**config.mk**
```make
export PLATFORM = sky130hd
export DESIGN_NAME = if_id_queue
export DESIGN_NICKNAME = d
export VERILOG_FILES = /design/src/rtl/if_id_queue_pkg.sv /design/src/rtl/ifq_field_decode.sv /design/src/rtl/if_id_queue.sv
export SDC_FILE = /design/constraint.sdc
export NUM_CORES = 1
export LEC_CHECK = 0
export CAP_MARGIN = 10
export CORE_UTILIZATION = 30
export DETAILED_ROUTE_END_ITERATION = 6
export GPL_TIMING_DRIVEN = 1
export PLACE_DENSITY_LB_ADDON = 0.1
export SETUP_SLACK_MARGIN = 0.4
export SLEW_MARGIN = 20
export SYNTH_ARGS = -nofsm -noshare
export SYNTH_HDL_FRONTEND = slang
export SYNTH_SLANG_ARGS = --single-unit
```
**constraint.sdc**
```tcl
create_clock -name clk -period 3.45 [get_ports clk]
set_input_delay 0.69 -clock clk [delete_from_list [all_inputs] [get_ports clk]]
set_output_delay 0.69 -clock clk [all_outputs]
set_load 0.01 [all_outputs]
```
**src/rtl/if_id_queue_pkg.sv**
```systemverilog
// Shared definitions for the fetch/decode instruction queue: field positions,
// widths, default geometry and the entry layout.
package if_id_queue_pkg;

    localparam int IFQ_DEPTH_DEFAULT = 4;
    localparam int IFQ_SKID_DEFAULT  = 1;

    localparam int XLEN     = 32;
    localparam int OPCODE_W = 6;
    localparam int FUNCT_W  = 6;
    localparam int REG_W    = 5;
    localparam int IMM_W    = 16;

    localparam int OPCODE_LSB = 26;
    localparam int RS_LSB     = 21;
    localparam int RT_LSB     = 16;
    localparam int RD_LSB     = 11;
    localparam int FUNCT_LSB  = 0;
    localparam int IMM_LSB    = 0;

    localparam logic [XLEN-1:0] NOP_IR = 32'h0000_0000;

    typedef struct packed {
        logic [XLEN-1:0] pc;
        logic [XLEN-1:0] ir;
    } ifq_entry_t;

    function automatic logic [XLEN-1:0] sign_ext_imm(input logic [IMM_W-1:0] imm);
        return {{(XLEN-IMM_W){imm[IMM_W-1]}}, imm};
    endfunction

endpackage

```
**src/rtl/ifq_field_decode.sv**
```systemverilog
// Splits an instruction word into its register/opcode/immediate fields.
module ifq_field_decode
    import if_id_queue_pkg::*;
(
    input  logic [XLEN-1:0]     ir,
    output logic [OPCODE_W-1:0] opcode,
    output logic [REG_W-1:0]    rs,
    output logic [REG_W-1:0]    rt,
    output logic [REG_W-1:0]    rd,
    output logic [FUNCT_W-1:0]  funct,
    output logic [XLEN-1:0]     imm
);

    assign opcode = ir[OPCODE_LSB +: OPCODE_W];
    assign rs     = ir[RS_LSB +: REG_W];
    assign rt     = ir[RT_LSB +: REG_W];
    assign rd     = ir[RD_LSB +: REG_W];
    assign funct  = ir[FUNCT_LSB +: FUNCT_W];
    assign imm    = sign_ext_imm(ir[IMM_LSB +: IMM_W]);

endmodule

```
**src/rtl/if_id_queue.sv**
```systemverilog
// Fetch-to-decode instruction queue with skid-aware stall, flush on redirect
// and a sticky overflow flag for instructions that arrive while full.
module if_id_queue
    import if_id_queue_pkg::*;
#(
    parameter int DEPTH = IFQ_DEPTH_DEFAULT,
    parameter int SKID  = IFQ_SKID_DEFAULT,
    localparam int PW   = $clog2(DEPTH),
    localparam int CW   = $clog2(DEPTH) + 1
) (
    input  logic                clk,
    input  logic                rst,
    input  logic                in_valid,
    input  logic [XLEN-1:0]     in_pc,
    input  logic [XLEN-1:0]     in_ir,
    input  logic                flush,
    output logic                stall,
    output logic                out_valid,
    input  logic                out_ready,
    output logic [XLEN-1:0]     out_pc,
    output logic [XLEN-1:0]     out_ir,
    output logic [OPCODE_W-1:0] out_opcode,
    output logic [REG_W-1:0]    out_rs,
    output logic [REG_W-1:0]    out_rt,
    output logic [REG_W-1:0]    out_rd,
    output logic [FUNCT_W-1:0]  out_funct,
    output logic [XLEN-1:0]     out_imm,
    output logic [CW-1:0]       count,
    output logic                overflow
);

    localparam logic [CW-1:0] FULL_CNT = CW'(DEPTH);
    localparam logic [CW-1:0] STALL_AT = CW'(DEPTH - SKID);
    localparam logic [PW-1:0] PTR_ONE  = PW'(1);
    localparam logic [CW-1:0] CNT_ONE  = CW'(1);

    ifq_entry_t    mem [DEPTH];
    logic [PW-1:0] head;
    logic [PW-1:0] tail;
    logic          full;
    logic          push;
    logic          pop;
    logic          drop;
    logic [CW-1:0] count_nxt;
    ifq_entry_t    head_entry;

    assign full      = (count == FULL_CNT);
    assign out_valid = (count != '0);
    assign pop       = out_valid && out_ready && !flush;
    assign push      = in_valid && !flush && (!full || pop);
    assign drop      = in_valid && !flush && full && !pop;

    always_comb begin
        count_nxt = count;
        if (flush) begin
            count_nxt = '0;
        end else begin
            case ({push, pop})
                2'b10:   count_nxt = count + CNT_ONE;
                2'b01:   count_nxt = count - CNT_ONE;
                default: count_nxt = count;
            endcase
        end
    end

    // Control state: pointers, occupancy, registered stall, sticky overflow
    always_ff @(posedge clk or posedge rst) begin
        if (rst) begin
            head     <= '0;
            tail     <= '0;
            count    <= '0;
            stall    <= 1'b0;
            overflow <= 1'b0;
        end else begin
            count <= count_nxt;
            stall <= !flush && (count_nxt >= STALL_AT);
            if (drop) begin
                overflow <= 1'b1;
            end
            if (flush) begin
                head <= '0;
                tail <= '0;
            end else begin
                if (push) begin
                    tail <= tail + PTR_ONE;
                end
                if (pop) begin
                    head <= head + PTR_ONE;
                end
            end
        end
    end

    // Storage is data only; stale contents are masked by the occupancy check
    always_ff @(posedge clk) begin
        if (push) begin
            mem[tail] <= '{pc: in_pc, ir: in_ir};
        end
    end

    always_comb begin
        head_entry = '{pc: '0, ir: NOP_IR};
        if (out_valid) begin
            head_entry = mem[head];
        end
    end

    assign out_pc = head_entry.pc;
    assign out_ir = head_entry.ir;

    ifq_field_decode u_field_decode (
        .ir     (out_ir),
        .opcode (out_opcode),
        .rs     (out_rs),
        .rt     (out_rt),
        .rd     (out_rd),
        .funct  (out_funct),
        .imm    (out_imm)
    );

endmodule
```
==> results.py, run 1 <==
metrics = {
    "critical_path": {
        "path_cells": "buf_16, buf_12, mux4_2, and2_1, clkdlybuf4s50_1",
        "r2r-end": "stall$_DFF_PP0_",
        "required_ns": 2.76,
        "path_max_fanout": 8,
        "critPathBufInv": 3,
        "rr_worst_depth": 7,
        "critical-path-top-delay-family": "buffers and inverters",
        "cpPeakStageDelay_ns": 0.53,
        "r2r_setup_slack_ns": 0.94,
        "cp-end-kind": "output pin",
        "cp_slowest_cell": "dfrtp_4",
        "cp-start-kind": "register",
        "r2r_start": "count[2]$_DFF_PP0_",
        "critPathKind": "reg2out",
        "arrival_ns": 2.47,
    },
    "yosys": {
        "ys_seq_area_share_pct": 73.99,
        "ys_ff_latch": 265,
        "synth-edff-count": 256,
        "ys.flop_type": "edfxtp_1",
        "async_reset_ff_share_pct": 3.396,
        "avgSynthCellArea_um2": 20.41,
        "synth_top_area_share_pct": 71.88,
        "synth_area_um2": 10690,
        "synthCells": 524,
        "yosys.area.top_type": "edfxtp_1",
        "yosysWarnings": 0,
        "yosys.cell_types.count": 33,
        "syn-num-nets": 598,
        "yosysMostFrequentCell": "edfxtp_1",
        "ys_top_cells_by_count": "edfxtp_1 (256), and2_1 (68), mux4_2 (64), buf_4 (62), dfrtp_1 (9)",
        "ys_top_cells_by_area": "edfxtp_1 (72%), mux4_2 (13%), buf_4 (4.4%), and2_1 (4.0%), dfrtp_1 (2.1%)",
    },
    "timing": {
        "tns_ns": 0,
        "timing.fmax_ghz": 0.3160,
        "post-route-min-period_ns": 3.164,
        "finalSetupViolCount": 0,
        "tightest_slew_ns": 1.051,
        "finClkSkew_ns": 0.01163,
        "rsz0062_at_grt": "yes",
        "slew_viol_final": 0,
        "fin_crit_sh_pct": 91.72,
        "whs_ns": 0.4386,
        "hold_viol": 0,
        "max_slew_margin_pct": 29.95,
    },
    "clock_network": {
        "cts_tree": "built",
        "cts_sinks": 265,
        "numCtsBuffers": 29,
        "clock_path_buffers": 3,
        "clk_pin_slew_ns": 0.07,
        "ctsHoldBuffers": 0,
        "clk_latency_ns": 0.54,
        "cts-root-buf": "clkbuf_16",
        "htreeDepth": 1,
    },
    "detailed_routing": {
        "wl_um": 23930,
        "drc_errors": 0,
        "wl_per_cell_um": 20.11,
        "ant_nets": 0,
        "vias_per_cell": 4.514,
        "drt_iter0_drc": 328,
        "first_pass_iters": 4,
        "num_vias": 5372,
    },
    "die": {
        "start_util_pct": 30.73,
        "io-pin-count": 198,
        "row_count": 68,
        "core_area_um2": 34800,
        "fp.dieW_um": 190.8,
        "dieHeight_um": 190.8,
        "die_area_um2": 36410,
    },
    "global_route": {
        "first_global_vias": 5755,
        "antenna_found_initial": 3,
        "grt_max_degree": 65,
        "grt_overflow": 0,
        "gr-usage-all-layers_pct": 12.99,
        "grt_pass1_wl_um": 35150,
    },
    "outcome": {
        "status": "finished clean",
    },
    "placement": {
        "hpwl_um": 12970,
        "place_congestion": 0.7002,
        "io_buffers": 197,
    },
    "power_and_ir_drop": {
        "leakage_nw": 5.887,
        "ir_drop_mv": 0.3299,
        "power.density_nw_per_um2": 561.7,
    },
    "final_layout": {
        "syn2layout_area_growth_pct": 34.26,
        "drive_above_1_share_pct": 23.71,
        "fin_nets": 786,
    },
    "run": {
        "cap_violations": 0,
    },
    "worst_hold_path": {
        "hold_path_class": "in2async",
    },
}
[registers in the layout (all words and copies together) (netlist names)]
register / count
tail: 2
count: 3
stall: 1
overflow: 1
head: 2
mem: 256
[worst max path at each step]
stage,startpoint,endpoint,slack [ns],cells after the start
CTS,head[0]$_DFFE_PP0P_,out_imm[7],0.15,5
global placement,out_ready,mem[2][37]$_DFFE_PP_,0.39,5
detailed placement,count[1]$_DFF_PP0_,out_imm[23],0.40,4
global route,head[0]$_DFFE_PP0P_,out_funct[4],0.17,4
floorplan,out_ready,mem[0][0]$_DFFE_PP_,0.87,4
finish,head[0]$_DFFE_PP0P_,out_pc[31],0.29,5
[cells by family after synthesis]
group | Yosys count | synth area share (%)
adder cells (fa/ha/maj) | 5 | 0.6552
buffers and inverters | 87 | 5.674
XOR/XNOR | 5 | 0.4096
multiplexers | 65 | 13.57
AND/OR/NAND/NOR | 88 | 4.926
AO/OA/AOI/OAI | 9 | 0.7722
flip-flops | 265 | 73.99
[report_power, final]
group | internal, W | switching, W | total [W] | leakage, nW
sequential | 0.00365 | 0.0000342 | 0.00368 | 2.44
clock | 0.00176 | 0.00124 | 0.00300 | 0.457
combinational | 0.000782 | 0.000601 | 0.00138 | 2.99
[cell usage in the layout, fill, tap and decap left out, types with 5 or more instances in the layout]
cell             netlist  final
clkbuf_16              0     31
edfxtp_1             256    256
buf_12                 0      8
and2_4                 0      7
and2_1                68     61
clkinv_2               0     10
buf_16                 0      6
clkdlybuf4s50_1        0    112
mux4_2                64     64
buf_4                 62     22
dfrtp_1                9      5
dlymetal6s2s_1         0     76
clkbuf_2               0      6
nor2_1                 8      8
[per-stage QoR]
| step | power, W | util [%] | worst slack, ns | cells | instance area, µm² |
|---|---|---|---|---|---|
| final | 0.008065 | 41.26 | 0.2857 | 1190 | 14360 |
| after global routing | 0.008410 | 41.25 | 0.1687 | 1189 | 14360 |
| after CTS | 0.008173 | 40.12 | 0.1505 | 1172 | 13960 |
| after detailed placement | 0.005053 | 36.79 | 0.3959 | 1105 | 12800 |
| after global placement | 0.005038 | 36.79 | 0.3865 | 1105 | 12800 |
| after floorplan | 0.004471 | - | 0.8671 | 524 | 10700 |
[layout make-up]
type                            count  area [µm²]
Multi-Input combinational cell    174        2212
Clock inverter                     22       195.2
Antenna cell                        1       2.502
Timing Repair Buffer              238        2708
Sequential cell                   265        7923
Fill cell                        3093       20440
Tap cell                          455       569.3
Clock buffer                       31       733.2
Inverter                            4       15.01
[layer usage]
metal	global-route usage [%]	share of wire, %	up-vias
met1	17.31	44	2755
met4	2.831	1.4	4
met3	3.147	7.0	29
met5	0	0.13	-
met2	21.42	47	187
li1	-	-	2397
[repair_timing]
action,in CTS,in global routing
cloned,2,4
endpoints found under the setup margin,124,121
buffers inserted,12,10
gates resized for setup,18,93
pin swaps,1,1
Power figures use the tool's default switching activity.
==> run 2, diff against run 1 <==
--- a/config.mk
+++ b/config.mk
@@ -7,6 +7,7 @@
 export LEC_CHECK = 0
 export CAP_MARGIN = 10
 export CORE_UTILIZATION = 30
+export CTS_BUF_LIST = sky130_fd_sc_hd__clkbuf_16
 export DETAILED_ROUTE_END_ITERATION = 6
 export GPL_TIMING_DRIVEN = 1
 export PLACE_DENSITY_LB_ADDON = 0.1
==> results.py, run 2 (same netlist as run 1, synthesis figures left out) <==
metrics = {
    "outcome": {
        "status": "finished clean",
    },
    "timing": {
        "hold_viol": 0,
        "finalSetupViolCount": 0,
        "timing.fmax_ghz": 0.3162,
        "layout_setup_ws_ns": 0.2874,
        "tns_ns": 0,
        "post-route-min-period_ns": 3.163,
        "fin_crit_sh_pct": 91.67,
        "rsz0062_at_grt": "yes",
        "slew_viol_final": 0,
        "finClkSkew_ns": 0.01159,
        "tightest_slew_ns": 1.049,
        "max_slew_margin_pct": 30.08,
    },
    "final_layout": {
        "largest_register_ffs": 256,
        "regMostFlops": "mem",
        "fillCellCount": 3093,
        "fin_nets": 786,
        "regArea_um2": 7923,
        "multi_input_area_um2": 2212,
        "most-common-layout-cells": "edfxtp_1 (256), clkdlybuf4s50_1 (112), dlymetal6s2s_1 (76)",
        "drive_above_1_share_pct": 23.71,
        "reg_top3": "mem: 256 flops, count: 3 flops",
        "mostFrequentLayoutCell": "edfxtp_1",
        "finish.utilization_pct": 41.26,
        "syn2layout_area_growth_pct": 34.26,
    },
    "detailed_routing": {
        "drc_errors": 0,
        "vias_per_cell": 4.517,
        "ant_nets": 0,
        "wl_per_cell_um": 20.09,
        "first_pass_iters": 4,
        "num_vias": 5375,
        "drt_iter0_drc": 325,
        "wl_um": 23910,
    },
    "critical_path": {
        "path_cells": "buf_16, buf_12, mux4_2, and2_1, clkdlybuf4s50_1",
        "r2r-end": "stall$_DFF_PP0_",
        "arrival_ns": 2.47,
        "startpoint": "head[0]$_DFFE_PP0P_",
        "r2r_setup_slack_ns": 0.94,
        "required_ns": 2.76,
        "cp-start-kind": "register",
        "cp-endpoint": "out_pc[31]",
        "rr_worst_depth": 7,
        "path_max_fanout": 8,
        "cp-end-kind": "output pin",
        "cpPeakStageDelay_ns": 0.53,
        "critPathKind": "reg2out",
        "cp_slowest_cell": "dfrtp_4",
        "r2r_start": "count[2]$_DFF_PP0_",
    },
    "die": {
        "dieHeight_um": 190.8,
        "fp.dieW_um": 190.8,
        "core_area_um2": 34800,
        "io-pin-count": 198,
        "die_area_um2": 36410,
        "row_count": 68,
        "start_util_pct": 30.73,
    },
    "clock_network": {
        "cts_sinks": 265,
        "clock_path_buffers": 3,
        "numCtsBuffers": 29,
        "clk_pin_slew_ns": 0.07,
        "ctsHoldBuffers": 0,
        "clk_latency_ns": 0.54,
        "htreeDepth": 1,
        "cts_tree": "built",
        "cts-root-buf": "clkbuf_16",
    },
    "power_and_ir_drop": {
        "p_total_w": 0.008057,
        "ir_drop_mv": 0.3299,
        "power.density_nw_per_um2": 561.2,
        "leakage_nw": 5.895,
    },
    "placement": {
        "hpwl_um": 12970,
        "place_congestion": 0.7002,
        "dp_slack_ns": 0.3959,
        "io_buffers": 197,
    },
    "worst_hold_path": {
        "hold_path_class": "in2async",
    },
    "global_route": {
        "grt_pass1_wl_um": 35150,
        "grt_max_degree": 65,
        "antenna_found_initial": 3,
        "gr-usage-all-layers_pct": 12.99,
        "grt_overflow": 0,
        "first_global_vias": 5755,
    },
    "run": {
        "cap_violations": 0,
    },
}
-- run 2: power breakdown --
group / internal (W) / total, W / switching, W / leakage (nW)
Combinational: 0.000782 / 0.00138 / 0.000600 / 2.99
Sequential: 0.00365 / 0.00368 / 0.0000342 / 2.44
Clock: 0.00175 / 0.00299 / 0.00124 / 0.465
Total: 0.00618 / 0.00806 / 0.00188 / 5.89
-- run 2: final cells by class --
| class | count | share of cell area, % |
|---|---|---|
| flip-flops and latches | 265 | 55.18 |
| clock buffers | 29 | 5.054 |
| multi-input cells | 174 | 15.41 |
| diodes | 1 | 0.01743 |
| repair buffers | 238 | 18.86 |
| clock inverters | 24 | 1.412 |
| well taps | 455 | 3.965 |
| inverters | 4 | 0.1046 |
-- run 2: what timing repair did --
item	4_1_cts	5_1_grt
buffers inserted	12	10
gates cloned	2	4
endpoints found under the setup margin	124	121
hold endpoints to repair	0	0
resized for setup	18	93
pin swaps	1	1
-- run 2: how the worst min path moves through the flow --
stage	from	to	slack, ns	depth (start not counted)
final	rst	overflow$_DFFE_PP0P_	0.44	2
after global routing	rst	overflow$_DFFE_PP0P_	0.45	2
after CTS	rst	overflow$_DFFE_PP0P_	0.43	2
after detailed placement	overflow$_DFFE_PP0P_	overflow$_DFFE_PP0P_	0.48	1
after global placement	overflow$_DFFE_PP0P_	overflow$_DFFE_PP0P_	0.47	1
after floorplan	overflow$_DFFE_PP0P_	overflow$_DFFE_PP0P_	0.51	1
-- run 2: per-layer routing --
metal	track usage, %	vias to the layer above	wire length [µm]
li1	-	2399	-
met1	17.31	2764	10580
met2	21.42	178	11320
met3	3.147	30	1647
met4	2.831	4	335
met5	0	-	31
-- run 2: per-stage QoR --
step	instance area (µm²)	instances	hold WS (ns)
final	14360	1190	0.4397
after global routing	14360	1189	0.4495
after CTS	13960	1172	0.4323
after detailed placement	12800	1105	0.4772
after global placement	12800	1105	0.4706
after floorplan	10700	524	0.5117
-- run 2: worst max-delay path, delay by kind of cell, from the launching register on --
| kind | cells | cell delay [ns] |
|---|---|---|
| flip-flops | 1 | 0.53 |
| multiplexers | 1 | 0.42 |
| AND/OR/NAND/NOR | 1 | 0.20 |
| buffers and inverters | 3 | 0.79 |
==> run 3, diff against run 2 <==
--- a/config.mk
+++ b/config.mk
@@ -5,7 +5,9 @@
 export SDC_FILE = /design/constraint.sdc
 export NUM_CORES = 1
 export LEC_CHECK = 0
-export CAP_MARGIN = 10
+export CELL_PAD_IN_SITES_DETAIL_PLACEMENT = 1
+export CELL_PAD_IN_SITES_GLOBAL_PLACEMENT = 2
+export CORE_ASPECT_RATIO = 2
 export CORE_UTILIZATION = 30
 export CTS_BUF_LIST = sky130_fd_sc_hd__clkbuf_16
 export DETAILED_ROUTE_END_ITERATION = 6
==> results.py, run 3 (same netlist as run 1, synthesis figures left out) <==
metrics = {
    "critical_path": {
        "cp.depth": 5,
        "arrival_ns": 2.44,
        "path_cells": "clkbuf_4, buf_4, mux4_2, and2_1, clkdlybuf4s50_1",
        "path_max_fanout": 4,
        "cpPeakStageDelay_ns": 0.49,
        "critPathBufInv": 3,
        "critical-path-top-delay-family": "buffers and inverters",
        "rr_worst_depth": 8,
        "cp-end-kind": "output pin",
        "cp_slowest_cell": "dfrtp_4",
        "critPathKind": "reg2out",
        "cp-start-kind": "register",
        "required_ns": 2.76,
    },
    "power_and_ir_drop": {
        "combPwrFrac_pct": 17.7,
        "intPower_w": 0.005945,
        "clkPwrFrac_pct": 34.9,
        "power.density_nw_per_um2": 548.3,
        "leakage_nw": 5.387,
        "ir_drop_mv": 0.3070,
        "power.switching_w": 0.001819,
        "p_sw_share_pct": 23.43,
        "sequentialPowerShare_pct": 47.4,
        "p_total_w": 0.007764,
    },
    "detailed_routing": {
        "first_pass_iters": 4,
        "ant_nets": 0,
        "drt_iter0_drc": 240,
        "drc_errors": 0,
        "wl_per_cell_um": 21.28,
        "num_vias": 5356,
        "wl_um": 25170,
        "vias_per_cell": 4.527,
    },
    "timing": {
        "tns_ns": 0,
        "slew_viol_final": 0,
        "post-route-min-period_ns": 3.126,
        "timing.fmax_ghz": 0.3199,
        "tightest_slew_ns": 0.7523,
        "hold_viol": 0,
        "finClkSkew_ns": 0.007550,
        "max_slew_margin_pct": 49.74,
        "rsz0062_at_grt": "yes",
        "layout_setup_ws_ns": 0.3240,
        "fin_crit_sh_pct": 90.61,
        "finalSetupViolCount": 0,
    },
    "global_route": {
        "grt_overflow": 0,
        "antenna_found_initial": 2,
        "first_global_vias": 6076,
        "gr-usage-all-layers_pct": 14.22,
        "grt_pass1_wl_um": 37870,
        "grt_max_degree": 35,
    },
    "die": {
        "start_util_pct": 30.49,
        "dieHeight_um": 269.0,
        "row_count": 97,
        "core_area_um2": 35070,
        "io-pin-count": 198,
        "die_area_um2": 36450,
        "fp.dieW_um": 135.5,
    },
    "final_layout": {
        "syn2layout_area_growth_pct": 32.42,
        "finish.utilization_pct": 40.37,
        "largest_register_ffs": 256,
        "drive_above_1_share_pct": 32.47,
        "regArea_um2": 7923,
        "mostFrequentLayoutCell": "edfxtp_1",
        "fillCellCount": 3354,
        "regMostFlops": "mem",
        "most-common-layout-cells": "edfxtp_1 (256), clkdlybuf4s50_1 (75), mux4_2 (64)",
        "reg_top3": "mem: 256 flops, count: 3 flops",
        "fin_nets": 793,
        "multi_input_area_um2": 2252,
    },
    "placement": {
        "place_congestion": 0.6963,
        "dp_slack_ns": 0.3800,
        "hpwl_um": 16760,
        "io_buffers": 197,
    },
    "clock_network": {
        "ctsHoldBuffers": 0,
        "clk_latency_ns": 0.52,
        "numCtsBuffers": 24,
        "cts_tree": "built",
        "clk_pin_slew_ns": 0.07,
        "cts_sinks": 265,
        "clock_path_buffers": 3,
        "cts-root-buf": "clkbuf_16",
        "htreeDepth": 1,
    },
    "run": {
        "cap_violations": 0,
    },
    "outcome": {
        "status": "finished clean",
    },
    "worst_hold_path": {
        "hold_path_class": "in2async",
    },
}
[run 3: cell count changes in the layout (fill, tap and decap cells not counted), moves of 7 or more]
cell and delta:
dlymetal6s2s_1 -41, clkdlybuf4s50_1 -37, clkdlybuf4s15_1 +25, and2_1 -22
and2_4 +22, clkbuf_2 +19, buf_2 +17, dlygate4sd2_1 +10
buf_6 +9, clkinv_2 -8, buf_12 +7
[run 3: per-stage QoR]
| step | instances | area (µm²) | hold WS, ns |
|---|---|---|---|
| detailed placement | 1107 | 13030 | 0.5116 |
| CTS | 1166 | 13940 | 0.4571 |
| global route | 1183 | 14160 | 0.4653 |
| floorplan | 524 | 10700 | 0.5117 |
| global placement | 1107 | 13030 | 0.5221 |
| finish | 1183 | 14160 | 0.4521 |
[run 3: final timing paths]
| path | slack (ns) | end | startpoint |
|---|---|---|---|
| max in group asynchronous | 2.69 | head[1]$_DFFE_PP0P_ | rst |
| min in group clk | 0.52 | overflow$_DFFE_PP0P_ | overflow$_DFFE_PP0P_ |
| hold / removal | 0.45 | count[2]$_DFF_PP0_ | rst |
| setup reg to reg | 0.92 | stall$_DFF_PP0_ | count[1]$_DFF_PP0_ |
| hold reg to reg | 0.52 | overflow$_DFFE_PP0P_ | overflow$_DFFE_PP0P_ |
| setup / recovery | 0.32 | out_imm[4] | head[0]$_DFFE_PP0P_ |
[run 3: repair_timing]
action / 4_1_cts / 5_1_grt
buffers inserted: 13 / 15
gates resized for setup: 189 / 139
setup endpoints to repair: 124 / 102
cloned: 3 / 0
[run 3: cell type report]
class	count	share of cell area, %
Inverter	4	0.1060
Sequential cell	265	55.95
Tap cell	445	3.932
Clock inverter	18	1.202
Clock buffer	25	4.418
Multi-Input combinational cell	172	15.90
Timing Repair Buffer	252	18.46
Antenna cell	2	0.03534
[run 3: metal layers]
layer | global-route usage, % | wire length, µm | vias up
met4 | 5.345 | 534 | 0
met3 | 1.955 | 960 | 33
li1 | - | - | 2383
met5 | 0 | 0 | -
met1 | 15.11 | 9063 | 2795
met2 | 27.75 | 14620 | 145
[run 3: power groups by stage]
| stage | registers, W | logic, W | clock network, W |
|---|---|---|---|
| 2_1_floorplan | 0.00374 | 0.000729 | 0 |
| 3_3_place_gp | 0.00376 | 0.00132 | 0 |
| 3_5_place_dp | 0.00377 | 0.00134 | 0 |
| 4_1_cts | 0.00368 | 0.00137 | 0.00280 |
| 5_1_grt | 0.00369 | 0.00148 | 0.00290 |
| 6_report | 0.00368 | 0.00138 | 0.00271 |
